$ cat config.mk
export PLATFORM = sky130hd
export DESIGN_NAME = hd44780_line_writer
export DESIGN_NICKNAME = d
export VERILOG_FILES = /design/src/rtl/hd44780_line_writer.sv
export SDC_FILE = /design/constraint.sdc
export NUM_CORES = 1
export LEC_CHECK = 0
export ABC_CLOCK_PERIOD_IN_PS = 2750
export CELL_PAD_IN_SITES_DETAIL_PLACEMENT = 1
export CELL_PAD_IN_SITES_GLOBAL_PLACEMENT = 2
export CORE_MARGIN = 5
export CORE_UTILIZATION = 32
export DETAILED_ROUTE_END_ITERATION = 10
export HOLD_SLACK_MARGIN = 0.1
export PLACE_DENSITY_LB_ADDON = 0.25
export SETUP_SLACK_MARGIN = 0.15
export SLEW_MARGIN = 10
export SYNTH_ARGS = -nofsm -noshare
export SYNTH_HDL_FRONTEND = slang
export SYNTH_SLANG_ARGS = --single-unit
export TNS_END_PERCENT = 100
$ cat constraint.sdc
create_clock -name i_clk -period 2.75 [get_ports i_clk]
set_input_delay 0.4125 -clock i_clk [delete_from_list [all_inputs] [get_ports i_clk]]
set_output_delay 0.4125 -clock i_clk [all_outputs]
set_load 0.05 [all_outputs]
$ cat src/rtl/hd44780_line_writer.sv
// hd44780_line_writer
// Streams one refresh of the character buffer to an HD44780 LCD in 8-bit mode:
// a set-DDRAM-address command followed by the 16 characters of the line, each
// byte framed as setup / E-high / execution wait.
// Build option: define HD44780_SECOND_LINE_EN to also write line 1
// (command 0xC0 plus buffer addresses 16..31) after line 0.
module hd44780_line_writer #(
   parameter int T_EN   = 24,
   parameter int T_EXEC = 4000
) (
   input  logic       i_clk,
   input  logic       i_rst_n,
   input  logic       i_init_done,
   input  logic       i_update_pulse,
   output logic       o_ena,
   output logic [4:0] o_char_addr,
   input  logic [7:0] i_char_data,
   output logic       o_lcd_rs,
   output logic       o_lcd_rw,
   output logic       o_lcd_e,
   output logic [7:0] o_lcd_db,
   output logic       o_busy
);

   typedef enum logic [2:0] {
      IDLE,
      CMD,
      FETCH,
      LATCH,
      SETUP,
      EHIGH,
      EWAIT
   } state_t;

   localparam logic [15:0] EN_LAST   = 16'(T_EN - 1);
   localparam logic [15:0] EXEC_LAST = 16'(T_EXEC - 1);

   state_t      state_q, state_d;
   logic        line_q, line_d;
   logic [3:0]  col_q, col_d;
   logic [15:0] cnt_q, cnt_d;
   logic        pending_q, pending_d;
   logic        rs_q, rs_d;
   logic [7:0]  db_q, db_d;
   logic        e_q, e_d;
   logic        accept;

   // Next-state logic: sequences command byte, then fetch/latch/strobe per character
   always_comb begin
      state_d   = state_q;
      line_d    = line_q;
      col_d     = col_q;
      cnt_d     = cnt_q;
      pending_d = pending_q;
      rs_d      = rs_q;
      db_d      = db_q;
      accept    = 1'b0;

      case (state_q)
         IDLE: begin
            if (i_init_done && (i_update_pulse || pending_q)) begin
               accept    = 1'b1;
               pending_d = 1'b0;
               line_d    = 1'b0;
               col_d     = 4'd0;
               cnt_d     = 16'd0;
               state_d   = CMD;
            end
         end
         CMD: begin
            rs_d    = 1'b0;
            db_d    = line_q ? 8'hC0 : 8'h80;
            state_d = SETUP;
         end
         FETCH: begin
            state_d = LATCH;
         end
         LATCH: begin
            rs_d    = 1'b1;
            db_d    = i_char_data;
            state_d = SETUP;
         end
         SETUP: begin
            cnt_d   = 16'd0;
            state_d = EHIGH;
         end
         EHIGH: begin
            if (cnt_q == EN_LAST) begin
               cnt_d   = 16'd0;
               state_d = EWAIT;
            end else begin
               cnt_d = cnt_q + 16'd1;
            end
         end
         EWAIT: begin
            if (cnt_q == EXEC_LAST) begin
               cnt_d = 16'd0;
               if (!rs_q) begin
                  col_d   = 4'd0;
                  state_d = FETCH;
               end else if (col_q == 4'd15) begin
                  col_d = 4'd0;
`ifdef HD44780_SECOND_LINE_EN
                  if (!line_q) begin
                     line_d  = 1'b1;
                     state_d = CMD;
                  end else begin
                     line_d  = 1'b0;
                     state_d = IDLE;
                  end
`else
                  line_d  = 1'b0;
                  state_d = IDLE;
`endif
               end else begin
                  col_d   = col_q + 4'd1;
                  state_d = FETCH;
               end
            end else begin
               cnt_d = cnt_q + 16'd1;
            end
         end
         default: begin
            state_d = IDLE;
         end
      endcase

      if ((state_q != IDLE) && i_init_done && i_update_pulse) begin
         pending_d = 1'b1;
      end

      e_d = (state_d == EHIGH);
   end

   // State and datapath registers; reset aborts any transfer in flight
   always_ff @(posedge i_clk or negedge i_rst_n) begin
      if (!i_rst_n) begin
         state_q   <= IDLE;
         line_q    <= 1'b0;
         col_q     <= 4'd0;
         cnt_q     <= 16'd0;
         pending_q <= 1'b0;
         rs_q      <= 1'b0;
         db_q      <= 8'h00;
         e_q       <= 1'b0;
      end else begin
         state_q   <= state_d;
         line_q    <= line_d;
         col_q     <= col_d;
         cnt_q     <= cnt_d;
         pending_q <= pending_d;
         rs_q      <= rs_d;
         db_q      <= db_d;
         e_q       <= e_d;
      end
   end

   // The acknowledge is masked during reset so a held request cannot leak out
   assign o_ena    = accept & i_rst_n;
   assign o_busy   = (state_q != IDLE) | o_ena;
   assign o_lcd_rs = rs_q;
   assign o_lcd_rw = 1'b0;
   assign o_lcd_e  = e_q;
   assign o_lcd_db = db_q;

`ifdef HD44780_SECOND_LINE_EN
   assign o_char_addr = {line_q, col_q};
`else
   assign o_char_addr = {1'b0, col_q};
`endif

endmodule

# Word-level counts from Yosys, hierarchy flattened
# Index checks and enable logic that the tools add are counted.
[word_totals] out_inout_bits=18 elab_cells=69 input_bits=12 regBits=35
[classes] muxes=27 reduce_logical=16 eq_ne=14 bitwise_logic=2 addsub=2
[op_table] operator="$pmux W16 S4" n=1
[op_table] operator="$mux W16" n=3
[op_table] operator="$pmux W3 S6" n=1
[op_table] operator="$add A16 B1 Y16 const B" n=1
[op_table] operator="$eq A16 B12 Y1 const B" n=1
[op_table] operator="$eq A16 B5 Y1 const B" n=1
[op_table] operator="$mux W4" n=4
[op_table] operator="$pmux W8 S2" n=1
[op_table] operator="$eq A3 B3 Y1 const B" n=4
[op_table] operator="$mux W3" n=3
[op_table] operator="$mux W1" n=8
[op_table] operator="$ne A2 B2 Y1 const B" n=4
[op_table] operator="$pmux W4 S2" n=1
[op_table] operator="$reduce_bool A2 Y1" n=4
[op_table] operator="$mux W7" n=1
[op_table] operator="$eq A3 B2 Y1 const B" n=2
[op_table] operator="$reduce_and A5 Y1" n=1
[op_table] operator="$add A4 B1 Y4 const B" n=1
[op_table] operator="$eq A4 B4 Y1 const B" n=1
[op_table] operator="$mux W2" n=2
[op_table] operator="$pmux W1 S2" n=2
[op_table] operator="$reduce_and A2 Y1" n=2
[op_table] operator="$reduce_bool A4 Y1" n=1
[op_table] operator="$eq A3 B1 Y1 const B" n=1
[op_table] operator="other kinds (8)" n=10

# Depth between registers and ports, before layout
[logic_depth] ltp_word=6 mapped_depth=6 mapped_depth_nobuf=6

# Worst setup path after synthesis
# No wires, ideal clock.
[synth_path] kind="register -> output" from="reg state_q[0]" to="out o_busy" arrival_ns=1.949 t_required_ns=2.338 slack_ns=0.389 stages_incl_launch_ff=6 cell_sequence="dfrtp_1 clkbuf_1 nor3_1 nor2b_1 and2_1 nand2b_1"
[synth_between] elab_chain_len=4
[synth_rtl] element="from (decl)" line="38" text="state_t state_q, state_d;"
[synth_rtl] element="from (signal assigned)" line="147" text="state_q <= state_d;"
[synth_rtl] element="$logic_not A3 Y1" line="59" text="case (state_q)"
[synth_rtl] element="$mux W1" line="59"
[synth_rtl] element="$and A1 B1 Y1" line="159" text="assign o_ena = accept & i_rst_n;"
[synth_rtl] element="via o_ena" line="15" text="output logic o_ena,"
[synth_rtl] element="$or A1 B1 Y1" line="160" text="assign o_busy = (state_q != IDLE) | o_ena;"
[synth_rtl] element="to (decl)" line="22" text="output logic o_busy"
# The timed path passes the listed nets, and every way through them passes these cells.

# Final worst setup path
[layout_path] from="reg state_q[0]" to="out o_busy"
[layout_between] elab_chain_len=4
[layout_rtl] element="$logic_not A3 Y1" line="59"
[layout_rtl] element="$mux W1" line="59"
[layout_rtl] element="$and A1 B1 Y1" line="159"
[layout_rtl] element="$or A1 B1 Y1 (*)" line="160"
# Every way passes the cells marked *; elsewhere a longest branch is shown, timed or not.

==> metrics.md <==
| Metric | Value |
|---|---|
| RSZ-0062 raised after global routing | false |
| Top library cells by usage in the layout, fill and taps aside | 34 x dfrtp_1, 32 x nand2_1, 25 x clkdlybuf4s50_1, 14 x o21ai_0, 12 x nor2_1 |
| Starting DRC count in detailed routing | 97 |
| Leak | approximately 0.00093 uW |
| CTS clock-pin slew for the worst setup and hold paths | 0.08 ns |
| Dpl ws | 0.383 ns |
| Leading cell types by total area after synthesis | dfrtp_1 47%, nand2_1 6.6%, o21ai_0 3.9% |
| Synth Area in Adders | approximately 1.4% |
| Element type at the critical path start | register |
| Post-synth EDFFs | 0 |
| Number of port buffers | 27 |
| Final WS setup | 0.430 ns |
| Wire length of the first global-routing pass | 8.47 mm |
| Clock Latency Late Sink | 0.30 ns |
| Cell chosen for the clock root | clkbuf_8 |
| Count of distinct cell types in the synthesized netlist | 45 |
| Synth Area in Simple Gates | 29.0% |
| Hold Crit Start | col_q[3] |
| R2R cell count | 5 |
| Total of flip-flops plus latches after synthesis | 34 |
| Area grow syn2layout | 26.0% |
| Count of pins on the block boundary | 30 |
| Final wirelength | 5.00 mm |
| Required time worst endpoint | 2.34 ns |
| Maximum fanout encountered on the critical timing path | 13 |
| Fmax achieved | between 400 and 500 MHz |
| Grt total ovfl | 0 |
| Number of nets with antenna violations after routing | 0 |
| Commonest register cell after synthesis | dfrtp_1 |
| Data arrival, critical path | 1.91 ns |
| Vertical extent of the die | 85.3 microns |
| Starting density of the core | 33.0% |
| Mean number of vias per cell | 5.38 |
| Die area | 0.00728 sq mm |
| CTS buffer count | 5 |
| Max-slew headroom at the worst pin | 60.3% |
| Status | completed |
| Number of max-cap violations | 0 |
| Gp weighted congestion | between 0.7 and 0.8 |
| Total number of vias | 1,631 |
| Setup violation total in the final timing report | 0 |
| Worst Max-Slew Pin Slew | 0.595 ns |
| Number of cells upsized or downsized after cts | 0 |
| Critical register-to-register path endpoint | cnt_q[14] |
| Share of cells above drive strength 1 | 9.52% |
| Share of the synthesized area in the top cell type | around 47% |
| Post-route cell area | roughly 0.0023 sq mm |
| Multi-input logic area | 921 sq um |
| Post-route DRC violation count | 0 |
| Share of the cycle needed by the critical path after routing | 84.4% |
| Sequential Area | 851 sq um |
| Number of synthesis warnings | 0 |
| Half-perimeter wire length after detailed placement | about 3.7 mm |
| Post-route setup TNS | 0 ns |
| WS Path Type | reg -> out |
| Die X-Extent | approximately 85 microns |
| Endpoint with the worst hold slack | col_q[3] |
| Slack of the worst reg-to-reg path | 0.49 ns |
| Total routing resource utilization after global routing | ~15% |
| Number of global-route vias before repair | 1,737 |
| Pin count of the biggest net entering global routing | 35 |
| TritonCTS clock tree | yes |
| Clock Path Buffers | 2 |
| Dpl cell area | about 0.0022 sq mm |
| Synth Cell Area | 0.00182 sq mm |
| Post-CTS setup buffer count | 0 |
| Time the final worst path needs with I/O delays and setup | 2.32 ns |
| Clock skew | between 0.008 and 0.009 ns |
| Critical path endpoint category | output port |
| Antenna Diode Count | 0 |
| Cells after Synth | 199 |
| Complex-gate fraction of the synthesized area | between 15 and 20% |
| Final count of pins violating max slew | 0 |
| Fraction of synthesized area in multiplexers | 0% |
| Count of fill cells added during filler insertion | 656 |
| Sequential share of the synthesized area | roughly 47% |
| Area of the placeable core | 0.00551 sq mm |
| Worst hold stages | 1 |
| Most common cell after layout, fill and taps aside | dfrtp_1 |
| Post-detailed-route wirelength per cell | 16.5 microns |
| Peak supply drop | 390 uV |
| Detailed-routing iteration count for the pre-antenna-repair pass | 4 |
| Synth async-reset ratio | 100% |
| Synth Area per Inst | 9.13 sq um |
| Hold buffers post-CTS | 0 |
| H-tree level count | 2 |
| Number of clock sinks | 34 |
| PD cells | 902 mW/mm^2 |
| XOR/XNOR share of the synthesized area | 1.93% |
| Library cell with the largest summed area after synthesis | dfrtp_1 |
| Final nets | ~240 |
| Layout Utilization | 41.6% |
| Standard-cell rows | 27 |
| Combinational family with the most area after synthesis | simple AND/OR/NAND/NOR gates |
| Final Hold Vio Count | 0 |
| Type of the tightest min-delay check | reg -> reg |
| Crit Reg-Reg Startpoint | cnt_q[13] |
| Number of antenna violations at the first check in global routing | 0 |
## cells in the mapped netlist, types with 2 or more instances
| master | instances |
|---|---|
| a22o_1 | 2 |
| nand2b_1 | 5 |
| nor2_1 | 12 |
| xor2_1 | 4 |
| ha_1 | 2 |
| dfrtp_1 | 34 |
| nand3b_1 | 4 |
| nor2b_1 | 2 |
| inv_1 | 3 |
| nand2_1 | 32 |
| clkbuf_1 | 6 |
| and3_1 | 4 |
| o21ai_1 | 11 |
| nor3_1 | 2 |
| nand3_1 | 8 |
| a31oi_1 | 3 |
| or3_1 | 6 |
| nand4_1 | 7 |
| buf_4 | 2 |
| and2_1 | 2 |
| o21ai_0 | 14 |
| a21oi_1 | 11 |
## cell families after synthesis
logic type	after synthesis
simple gates	95
buf+inv	11
xor+xnor	4
compound gates	52
flops	34
fa+ha+maj	2
other cells	1
## flip-flops by register name, summed over array words and instances, names as in the netlist
register / cells
col_q: 4
pending_q: 1
cnt_q: 16
o_lcd_e: 1
o_lcd_rs: 1
o_lcd_db: 8
state_q: 3
## metrics by stage
step	std cells	power (uW)	hold WS, ns
finish	303	2060	0.497
global route	303	2190	0.517
CTS	303	2080	0.500
detailed placement	295	1670	0.481
global placement	295	1630	0.463
floorplan	200	1360	0.117
## area by class of cell
| type | count | area share, % |
|---|---|---|
| Sequential cell | 34 | 37.2 |
| Clock inverter | 2 | 0.547 |
| Timing Repair Buffer | 31 | 14.0 |
| Multi-Input combinational cell | 155 | 40.2 |
| Tap cell | 72 | 3.94 |
| Clock buffer | 6 | 3.61 |
| Inverter | 3 | 0.492 |
## worst max-delay path, stage by stage, from the launching register on
cell	delay, ns
dfrtp_1	0.51
nor3_1	0.35
nor2b_1	0.20
and2_1	0.21
nand2b_1	0.18
buf_12	0.15
## how the worst max path moves through the flow
| stage | startpoint | endpoint | slack [ns] | cells after the start |
|---|---|---|---|---|
| 2_1_floorplan | state_q[0] | o_busy | 0.39 | 5 |
| 3_3_place_gp | i_init_done | cnt_q[5] | 0.53 | 6 |
| 3_5_place_dp | i_init_done | cnt_q[10] | 0.38 | 6 |
| 4_1_cts | state_q[0] | o_busy | 0.42 | 5 |
| 5_1_grt | state_q[0] | o_busy | 0.23 | 5 |
| 6_report | state_q[0] | o_busy | 0.43 | 5 |
## metal layers
layer | up-vias | global-route usage (%) | wire length [microns]
met4 | 0 | 5.61 | 91
met3 | 8 | 3.98 | 189
met2 | 26 | 23.9 | 2440
met1 | 818 | 18.5 | 2290
li1 | 779 | - | -
met5 | - | 0 | 0
## power by group
group          internal [uW]  leakage [uW]  total (uW)  switching, uW
clock network            201     0.0000472         408            206
logic                    314      0.000447         898            584
registers                615      0.000441         759            143
Power figures use the tool's default switching activity.
